==> src/rtl/coh_pkg.sv <==
// Shared coherence-bus types and the MESI snoop transition rule used by the snooping agent.
package coh_pkg;

  typedef enum logic [1:0] {
    NOP      = 2'b00,
    BUS_RD   = 2'b01,
    BUS_RDX  = 2'b10,
    BUS_UPGR = 2'b11
  } bus_op_t;

  typedef enum logic [1:0] {
    MESI_I = 2'b00,
    MESI_S = 2'b01,
    MESI_E = 2'b10,
    MESI_M = 2'b11
  } mesi_t;

  typedef enum logic [1:0] {
    SNP_IDLE,
    SNP_LOOKUP,
    SNP_RESPOND,
    SNP_RELEASE
  } snp_state_t;

  typedef struct packed {
    mesi_t new_state;
    logic  flush;
    logic  err;
  } mesi_res_t;

  // Remote-snoop transition for a line already known to be present; I stays I.
  function automatic mesi_res_t mesi_next(input bus_op_t op, input mesi_t st);
    mesi_res_t r;
    r.new_state = st;
    r.flush     = 1'b0;
    r.err       = 1'b0;
    if (st != MESI_I) begin
      case (op)
        BUS_RD: begin
          r.new_state = MESI_S;
          r.flush     = (st == MESI_M);
        end
        BUS_RDX: begin
          r.new_state = MESI_I;
          r.flush     = (st == MESI_M);
        end
        BUS_UPGR: begin
          // An upgrade is only legal while the line is shared everywhere.
          r.new_state = MESI_I;
          r.err       = (st == MESI_E) || (st == MESI_M);
        end
        default: r.new_state = st;
      endcase
    end
    return r;
  endfunction

endpackage

==> src/rtl/snoop_responder.sv <==
// Snooping agent: looks up the local L1 for forwarded bus ops, answers hit/data/flush
// and writes back the new MESI state.
module snoop_responder
  import coh_pkg::*;
#(
  parameter int SETS  = 64,
  parameter int IDX_W = $clog2(SETS),
  parameter int TAG_W = 30 - IDX_W
) (
  input  logic             clk,
  input  logic             reset,
  input  logic             grant,
  input  logic [1:0]       bus_operation_in,
  input  logic [31:0]      bus_address_in,
  output logic             cache_hit_out,
  output logic [31:0]      bus_data_out,
  output logic             flush_out,
  output logic             snoop_done,
  output logic             snoop_busy,
  output logic             proto_err,
  output logic             lkp_en,
  output logic [IDX_W-1:0] lkp_index,
  input  logic [TAG_W-1:0] lkp_tag_in,
  input  logic [1:0]       lkp_state_in,
  input  logic [31:0]      lkp_data_in,
  output logic             upd_en,
  output logic [IDX_W-1:0] upd_index,
  output logic [1:0]       upd_state
);

  snp_state_t       state_reg;
  bus_op_t          op_reg;
  logic [TAG_W-1:0] tag_reg;
  logic [IDX_W-1:0] idx_reg;
  logic             hit_reg;
  logic [31:0]      data_reg;
  logic             flush_reg;
  logic             done_reg;
  logic             busy_reg;
  logic             err_reg;
  logic             upd_en_reg;
  logic [IDX_W-1:0] upd_index_reg;
  mesi_t            upd_state_reg;

  bus_op_t   op_in;
  mesi_t     lkp_state;
  mesi_res_t res;
  logic      start;
  logic      lkp_hit;
  logic      unused_addr_bits;

  assign op_in            = bus_op_t'(bus_operation_in);
  assign lkp_state        = mesi_t'(lkp_state_in);
  assign unused_addr_bits = ^bus_address_in[1:0];

  // The read strobe must be combinational so the array answers while in LOOKUP.
  assign start     = reset && !grant && (state_reg == SNP_IDLE) && (op_in != NOP);
  assign lkp_en    = start;
  assign lkp_index = start ? bus_address_in[IDX_W+1:2] : '0;

  assign lkp_hit = (lkp_tag_in == tag_reg) && (lkp_state != MESI_I);
  assign res     = mesi_next(op_reg, lkp_state);

  always_ff @(posedge clk) begin
    if (!reset) begin
      state_reg     <= SNP_IDLE;
      op_reg        <= NOP;
      tag_reg       <= '0;
      idx_reg       <= '0;
      hit_reg       <= 1'b0;
      data_reg      <= '0;
      flush_reg     <= 1'b0;
      done_reg      <= 1'b0;
      busy_reg      <= 1'b0;
      err_reg       <= 1'b0;
      upd_en_reg    <= 1'b0;
      upd_index_reg <= '0;
      upd_state_reg <= MESI_I;
    end else begin
      done_reg      <= 1'b0;
      err_reg       <= 1'b0;
      upd_en_reg    <= 1'b0;
      upd_index_reg <= '0;
      upd_state_reg <= MESI_I;
      case (state_reg)
        SNP_IDLE: begin
          if (start) begin
            op_reg    <= op_in;
            tag_reg   <= bus_address_in[31:IDX_W+2];
            idx_reg   <= bus_address_in[IDX_W+1:2];
            busy_reg  <= 1'b1;
            state_reg <= SNP_LOOKUP;
          end
        end
        SNP_LOOKUP: begin
          if (grant) begin
            busy_reg  <= 1'b0;
            err_reg   <= 1'b1;
            state_reg <= SNP_IDLE;
          end else begin
            hit_reg   <= lkp_hit;
            data_reg  <= lkp_hit ? lkp_data_in : '0;
            flush_reg <= lkp_hit && res.flush;
            err_reg   <= lkp_hit && res.err;
            done_reg  <= 1'b1;
            if (lkp_hit && (res.new_state != lkp_state)) begin
              upd_en_reg    <= 1'b1;
              upd_index_reg <= idx_reg;
              upd_state_reg <= res.new_state;
            end
            state_reg <= SNP_RESPOND;
          end
        end
        SNP_RESPOND: begin
          busy_reg <= 1'b0;
          if (grant) begin
            hit_reg   <= 1'b0;
            data_reg  <= '0;
            flush_reg <= 1'b0;
            err_reg   <= 1'b1;
            state_reg <= SNP_IDLE;
          end else begin
            state_reg <= SNP_RELEASE;
          end
        end
        SNP_RELEASE: begin
          // A persisting op is never re-snooped; wait for the bus to go idle.
          if (op_in == NOP) begin
            hit_reg   <= 1'b0;
            data_reg  <= '0;
            flush_reg <= 1'b0;
            state_reg <= SNP_IDLE;
          end
        end
        default: state_reg <= SNP_IDLE;
      endcase
    end
  end

  assign cache_hit_out = hit_reg;
  assign bus_data_out  = data_reg;
  assign flush_out     = flush_reg;
  assign snoop_done    = done_reg;
  assign snoop_busy    = busy_reg;
  assign proto_err     = err_reg;
  // A grant arriving during the response cycle still suppresses the state write.
  assign upd_en        = upd_en_reg && !grant;
  assign upd_index     = upd_index_reg;
  assign upd_state     = upd_state_reg;

endmodule

==> config.mk <==
export PLATFORM = sky130hd
export DESIGN_NAME = snoop_responder
export DESIGN_NICKNAME = d
export VERILOG_FILES = /design/src/rtl/coh_pkg.sv /design/src/rtl/snoop_responder.sv
export SDC_FILE = /design/constraint.sdc
export NUM_CORES = 1
export LEC_CHECK = 0
export CAP_MARGIN = 20
export CORE_ASPECT_RATIO = 0.5
export CORE_UTILIZATION = 46
export DETAILED_ROUTE_END_ITERATION = 10
export PLACE_DENSITY = 0.85
export SYNTH_ARGS = -nofsm -noshare
export SYNTH_HDL_FRONTEND = slang
export SYNTH_SLANG_ARGS = --single-unit
export TNS_END_PERCENT = 20
==> constraint.sdc <==
create_clock -name clk -period 3.5 [get_ports clk]
set_input_delay 0.525 -clock clk [delete_from_list [all_inputs] [get_ports clk]]
set_output_delay 0.525 -clock clk [all_outputs]
set_load 0.005 [all_outputs]
==> metrics <==
result of the run finished, final reports clean; Routed wire per std cell about 14 um; count of clock tree sinks 80; Worst Hold End upd_index[5]$_SDFF_PP0_; max_cap viols 0; GR Overflow Total 0; number of hold buffers added after cts 0; CTS tree done; post-route core utilization 72.8%; Power Dens Cells between 400 and 500 nW/um^2; path type of the worst setup path in -> out; average instance area after synthesis ~8.7 um^2; number of storage elements in the synthesis netlist 80; fraction of layout instances using a drive strength above 1 about an eighth; origin of the critical flop-to-flop path state_reg[1]$_SDFFE_PN0P_; post-synth design cell area 3560 um^2; class of the worst hold path reg -> reg; ys async rst share 0%; setup repair after global routing missed its margin no; Crit path required time 2.97 ns; Worst Skew 0.00655 ns; final cycle utilization of the critical path 84.9%; endpoints failing hold 0; Yosys warnings 0; wire length of the first global-routing pass 14800 um; Post-layout nets 647; Mapped Nets 510; Buffers & Inverters on Critical Path 4; GRT Total Usage 23.4%; number of synthesized flops with an enable pin 0; start point of the worst min-delay path idx_reg[5]$_SDFFE_PN0P_; number of cell instances on the worst register-to-register path 7; post_cts resized 0; Hold Worst Slack 0.436 ns; IR Drop Worst-Case VDD 0.000288 V; largest net degree at the start of global routing 44; Initial Util 48.1%; DR iter-0 viols approximately 150; IO Pins 148; Max stage delay on crit path 0.56 ns; diode insertion count for antenna repair 0; WHS Path Cells 2; synthesis-to-layout area growth 51.5%; Most used DFF post-synth sky130_fd_sc_hd__dfxtp_1; endpoint of the worst register-to-register path bus_data_out[2]$_SDFFE_PN0P_; kind of end point of the critical path output port; clock-pin slew reported for the worst setup and hold paths after clock tree synthesis 0.06 ns; worst-margin pin slew 0.662 ns; Setup violations, final 0; startpoint type of the worst setup path input pin; die area 8120 um^2; num rows 22; list of cells traversed by the critical path clkdlybuf4s50_1 -> nor2b_1 -> nand3b_1 -> inv_2 -> nand2_1 -> inv_2 -> clkdlybuf4s50_1; final wirelength 8990 um; number of different library cells in the post-synthesis netlist 32; fin. max-slew vios 0; clock latency of the later-clocked register in the worst-skew pair 0.34 ns; post-CTS setup-driven buffer insertion count 0; number of buffers inserted by port buffering 145; family with the most delay on the worst path buffers and inverters; min Tclk post-route 2.97 ns; Longest Clk Path Bufs 2; CP Data Arrival Time 2.45 ns; number of clock buffers inserted by TritonCTS 9; post-route setup TNS 0 ns; Relative slew margins 55.9%; CP max stage cell sky130_fd_sc_hd__clkdlybuf4s50_1; maximum clock frequency 336 MHz; master cell of the clock root buffer sky130_fd_sc_hd__clkbuf_16; Die Y 64.2 um; sequential fraction of the synthesis area 45.0%; antenna-violating nets left 0; placer congestion estimate between 0.8 and 0.9; CTS H-Tree Depth 3; number of flip-flops in the largest register 32; placement-stage cell area just over 5000 um^2; Post-Layout Inst Area 5390 um^2; number of filler instances in the final layout 582; cell count after synthesis around 410; number of remaining DRC errors 0; per-cell via count in the routed design between 5 and 6; via count of the first global-routing pass 3175; maximum net fanout on the critical path 15; core area 7400 um^2; HPWL reported at the end of detailed placement 6160 um; antenna violations before repair 0; die extent in x 126 um; Static Leakage 1.90 nW; r2r setup slk 1.29 ns; via count of the routed design 3315; drt pass-1 iters 4
-- final cells by class --
class	instances	area [um^2]	area share (%)
multi-input cells	281	1770	32.8
well taps	96	120	2.23
flip-flops and latches	80	1600	29.7
clock inverters	2	35.0	0.650
inverters	20	75.1	1.39
clock buffers	14	284	5.27
repair buffers	153	1510	28.0
-- routing by layer --
metal	GRT usage (%)	vias to the layer above	part of all wire [%]
met1	26.7	1514	42
met2	39.2	116	49
met3	8.79	19	7.5
met5	0	-	0
li1	-	1666	-
met4	10.8	0	2.0
-- power by group --
group / internal, mW / switching, mW
registers: 0.938 / 0.0177
logic: 0.164 / 0.146
clock network: 0.629 / 0.353
total: 1.73 / 0.517
-- Yosys cell counts, drive strengths merged (2+ instances only) --
cell	number	share of area, %
nand2	99	10
dfxtp	80	45
a21oi	36	5.1
nand3	35	4.9
o31ai	34	11
clkbuf	22	2.3
inv	20	2.1
xnor2	13	3.2
xor2	11	2.7
nor4	10	2.6
ha	7	2.5
nor3	7	1.3
nand4	6	1.1
buf	5	1.4
o21ai	5	0.70
nor2b	4	0.70
nor2	3	0.32
nand3b	2	0.42
o21a	2	0.42
-- how the worst max path moves through the flow --
stage          slack, ns      endpoint                 startpoint  cells after the start
3_5_place_dp        0.57  lkp_index[5]                      grant                      7
4_1_cts             0.56  lkp_index[5]                      grant                      7
5_1_grt             0.41  lkp_index[3]                      grant                      7
2_1_floorplan       1.53  lkp_index[0]  state_reg[0]$_SDFFE_PN0P_                      8
6_report            0.53  lkp_index[2]                      grant                      7
3_3_place_gp        0.60  lkp_index[5]                      grant                      7
-- worst reg2reg max path, cell delays in order, from the launching register on --
cell	delay, ns
sky130_fd_sc_hd__dfxtp_1	0.32
sky130_fd_sc_hd__inv_1	0.10
sky130_fd_sc_hd__ha_1	0.29
sky130_fd_sc_hd__nand3b_1	0.26
sky130_fd_sc_hd__nor3_4	0.53
sky130_fd_sc_hd__buf_4	0.30
sky130_fd_sc_hd__nand3_1	0.12
sky130_fd_sc_hd__o31ai_1	0.21
-- per-stage QoR --
step | instances | setup slack [ns] | power [mW]
floorplan | 408 | 1.53 | 1.12
global placement | 630 | 0.600 | 1.28
detailed placement | 630 | 0.570 | 1.29
CTS | 646 | 0.556 | 2.27
global route | 646 | 0.408 | 2.35
finish | 646 | 0.527 | 2.25
-- cell families (layout without fill, tap and decap cells) --
family / after synthesis / in the layout / share of synthesized area [%]
adders and majority gates: 7 / 7 / 2.46
buffers and inverters: 47 / 189 / 5.83
DFF: 80 / 80 / 45.0
other: 1 / 1 / 0.105
and+or+nand+nor: 169 / 169 / 22.3
AOI/OAI and AO/OA: 80 / 80 / 18.4
xor gates and xnor gates: 24 / 24 / 5.91
-- placed cells by master, fill, tap and decap left out, types with 2 or more instances in the layout --
cell                                n
sky130_fd_sc_hd__nand4_1            6
sky130_fd_sc_hd__xnor2_1           13
sky130_fd_sc_hd__nand2_1           98
sky130_fd_sc_hd__clkdlybuf4s50_1  145
sky130_fd_sc_hd__ha_1               7
sky130_fd_sc_hd__o21ai_1            3
sky130_fd_sc_hd__nor3_1             5
sky130_fd_sc_hd__o21a_1             2
sky130_fd_sc_hd__o21ai_0            2
sky130_fd_sc_hd__nor2_1             3
sky130_fd_sc_hd__clkbuf_16          9
sky130_fd_sc_hd__nor4_2             5
sky130_fd_sc_hd__inv_2              8
sky130_fd_sc_hd__nor4_1             5
sky130_fd_sc_hd__buf_4              8
sky130_fd_sc_hd__o31ai_2           30
sky130_fd_sc_hd__o31ai_1            4
sky130_fd_sc_hd__nor3_4             2
sky130_fd_sc_hd__nand3b_1           2
sky130_fd_sc_hd__nor2b_1            4
sky130_fd_sc_hd__dfxtp_1           80
sky130_fd_sc_hd__a21oi_1           36
sky130_fd_sc_hd__xor2_1            11
sky130_fd_sc_hd__inv_1             12
sky130_fd_sc_hd__clkbuf_8           4
sky130_fd_sc_hd__nand3_1           35
Note: power is estimated with default switching activity, not from simulation.
==> patch, RTL diff (same settings) <==
Change the parameter `SETS` from 64 to 256.
--- a/src/rtl/snoop_responder.sv
+++ b/src/rtl/snoop_responder.sv
@@ -3,7 +3,7 @@
 module snoop_responder
   import coh_pkg::*;
 #(
-  parameter int SETS  = 64,
+  parameter int SETS  = 256,
   parameter int IDX_W = $clog2(SETS),
   parameter int TAG_W = 30 - IDX_W
 ) (
Interface: changed (resized lkp_index, lkp_tag_in and upd_index); port bits go from 148 to 150. The function was not compared with the original's and may differ.
==> patch against the unedited design <==
Maximum frequency increased by 2.4%. Global-route usage is 0.46 points lower. Area after synthesis grew 3.1%. Setup slack improved by 0.071 ns. Final area rose by 2.2%. Clock power shrank 3.3%. Register-to-register slack lost 0.02 ns. Sequential cell count is 2 higher. Sequential share of layout area is 0.086 points higher. Utilization up 0.51 points. Wire length is 0.76% higher. Power is 0.84% higher.
==> patch: results (changes against the unedited design) <==
Placed insts = 657 (+4.3%)
Hold_ws = 0.4396 ns (+0.003352 ns)
Leak = 2.068 nW (+9.1%)
Sequential element share of the synthesized area = 44.72% (-0.27 points)
ANT cells = 0 (unchanged)
Gpl congestion = 0.8102 (-5.3%)
R2R Path End = bus_data_out[0]
Max VDD drop = 0.2631 mV (-8.6%)
Xor/xnor cell area share of the yosys netlist = 5.010% (-0.89 points)
M3 GR Usage = 5.700% (-3.1 points)
Synth top area cells = dfxtp_1 (45%), nand2_1 (13%), o31ai_2 (10%)
DR vias = 3283 (-0.97%)
Met2 Wirelength = 4418 µm (+1.3%)
Slowest CP cell = clkdlybuf4s50_1
Vias in the first global route = 3183 (+0.25%)
Hold path depth = 2 (unchanged)
Syn nets = 519 (+1.8%)
Synth Area in Compound Gates = 19.36% (+0.98 points)
Reg2reg setup slack = 1.27 ns (-0.02 ns)
Post-synth cell types = 35 (+9.4%)
Worst Clk Skew = 0.005026 ns (-0.001520 ns)
Max FO, Critical Path = 20 (+5)
Routed length on met3 = 501 µm (-26%)
Measured slew at the worst slew-check pin = 0.8111 ns (+0.1494 ns)
Largest net degree at the start of global routing = 37 (-16%)
Mux contribution to synthesized area = 0.2727% (+0.27 points)
Port bufs = 147 (+1.4%)
R2R depth = 6 (-1)
CP Launch Point = state_reg[1]
Hold path start = idx_reg[7]
Top cell family by delay on the critical path = buffers and inverters
DR iter-0 viols = 235 (+55%)
Non-Filler Instances = 673 (+4.2%)
Layout cell share with drive strength beyond 1 = 11.15% (-1.6 points)
Synth top cells by count = nand2_1 (131), dfxtp_1 (82), a21oi_1 (36)
Largest stage delay, worst path = 0.50 ns (-0.06 ns)
Worst Setup Slack, final = 0.5981 ns (+0.07090 ns)
Synthesized netlist cell count = 419 (+2.7%)
Adder-cell area share of the yosys netlist = 2.386% (-0.075 points)
Gr usage total = 22.94% (-0.46 points)
Routed length on met1 = 4024 µm (+6.6%)
Crit path arrival time = 2.38 ns (-0.07 ns)
GR Layer Usage met2 = 39.59% (+0.37 points)
Place WS = 0.6420 ns (+0.07162 ns)
Placed inst area = 5206 µm² (+2.6%)
WL final = 9059 µm (+0.76%)
Switching power of the nets = 558.9 µW (+8.0%)
Placed wire-length estimate = 6463 µm (+5.0%)
Worst Setup EP = lkp_index[7]
Outcome = completed
Global-route wire length before repair = 15040 µm (+1.7%)
Met1 GRT Util = 28.24% (+1.5 points)
## patch: cell types whose count changed in the layout (fill, tap and decap cells not counted), moves of 9 or more
cell | unedited run | this run
xnor2_1 | 13 | 0
nand3_1 | 35 | 1
xor2_1 | 11 | 21
nor3_1 | 5 | 14
nand2_1 | 98 | 131
inv_1 | 12 | 23
## patch: layout make-up
class / instances / area [µm²]
multi-input cells: 289 / 1810
inverters: 26 / 97.59
well taps: 108 / 135.1
clock buffers: 11 / 242.7
repair buffers: 152 / 1521
clock inverters: 5 / 63.81
flip-flops and latches: 82 / 1642
fillers: 569 / 2002
## patch: power groups by stage
stage	clock network (mW)	registers [mW]	logic [mW]
4_1_cts	0.962	0.979	0.340
5_1_grt	1.00	0.983	0.370
3_5_place_dp	0	1.00	0.337
6_report	0.950	0.980	0.338
2_1_floorplan	0	0.997	0.166
3_3_place_gp	0	0.998	0.332
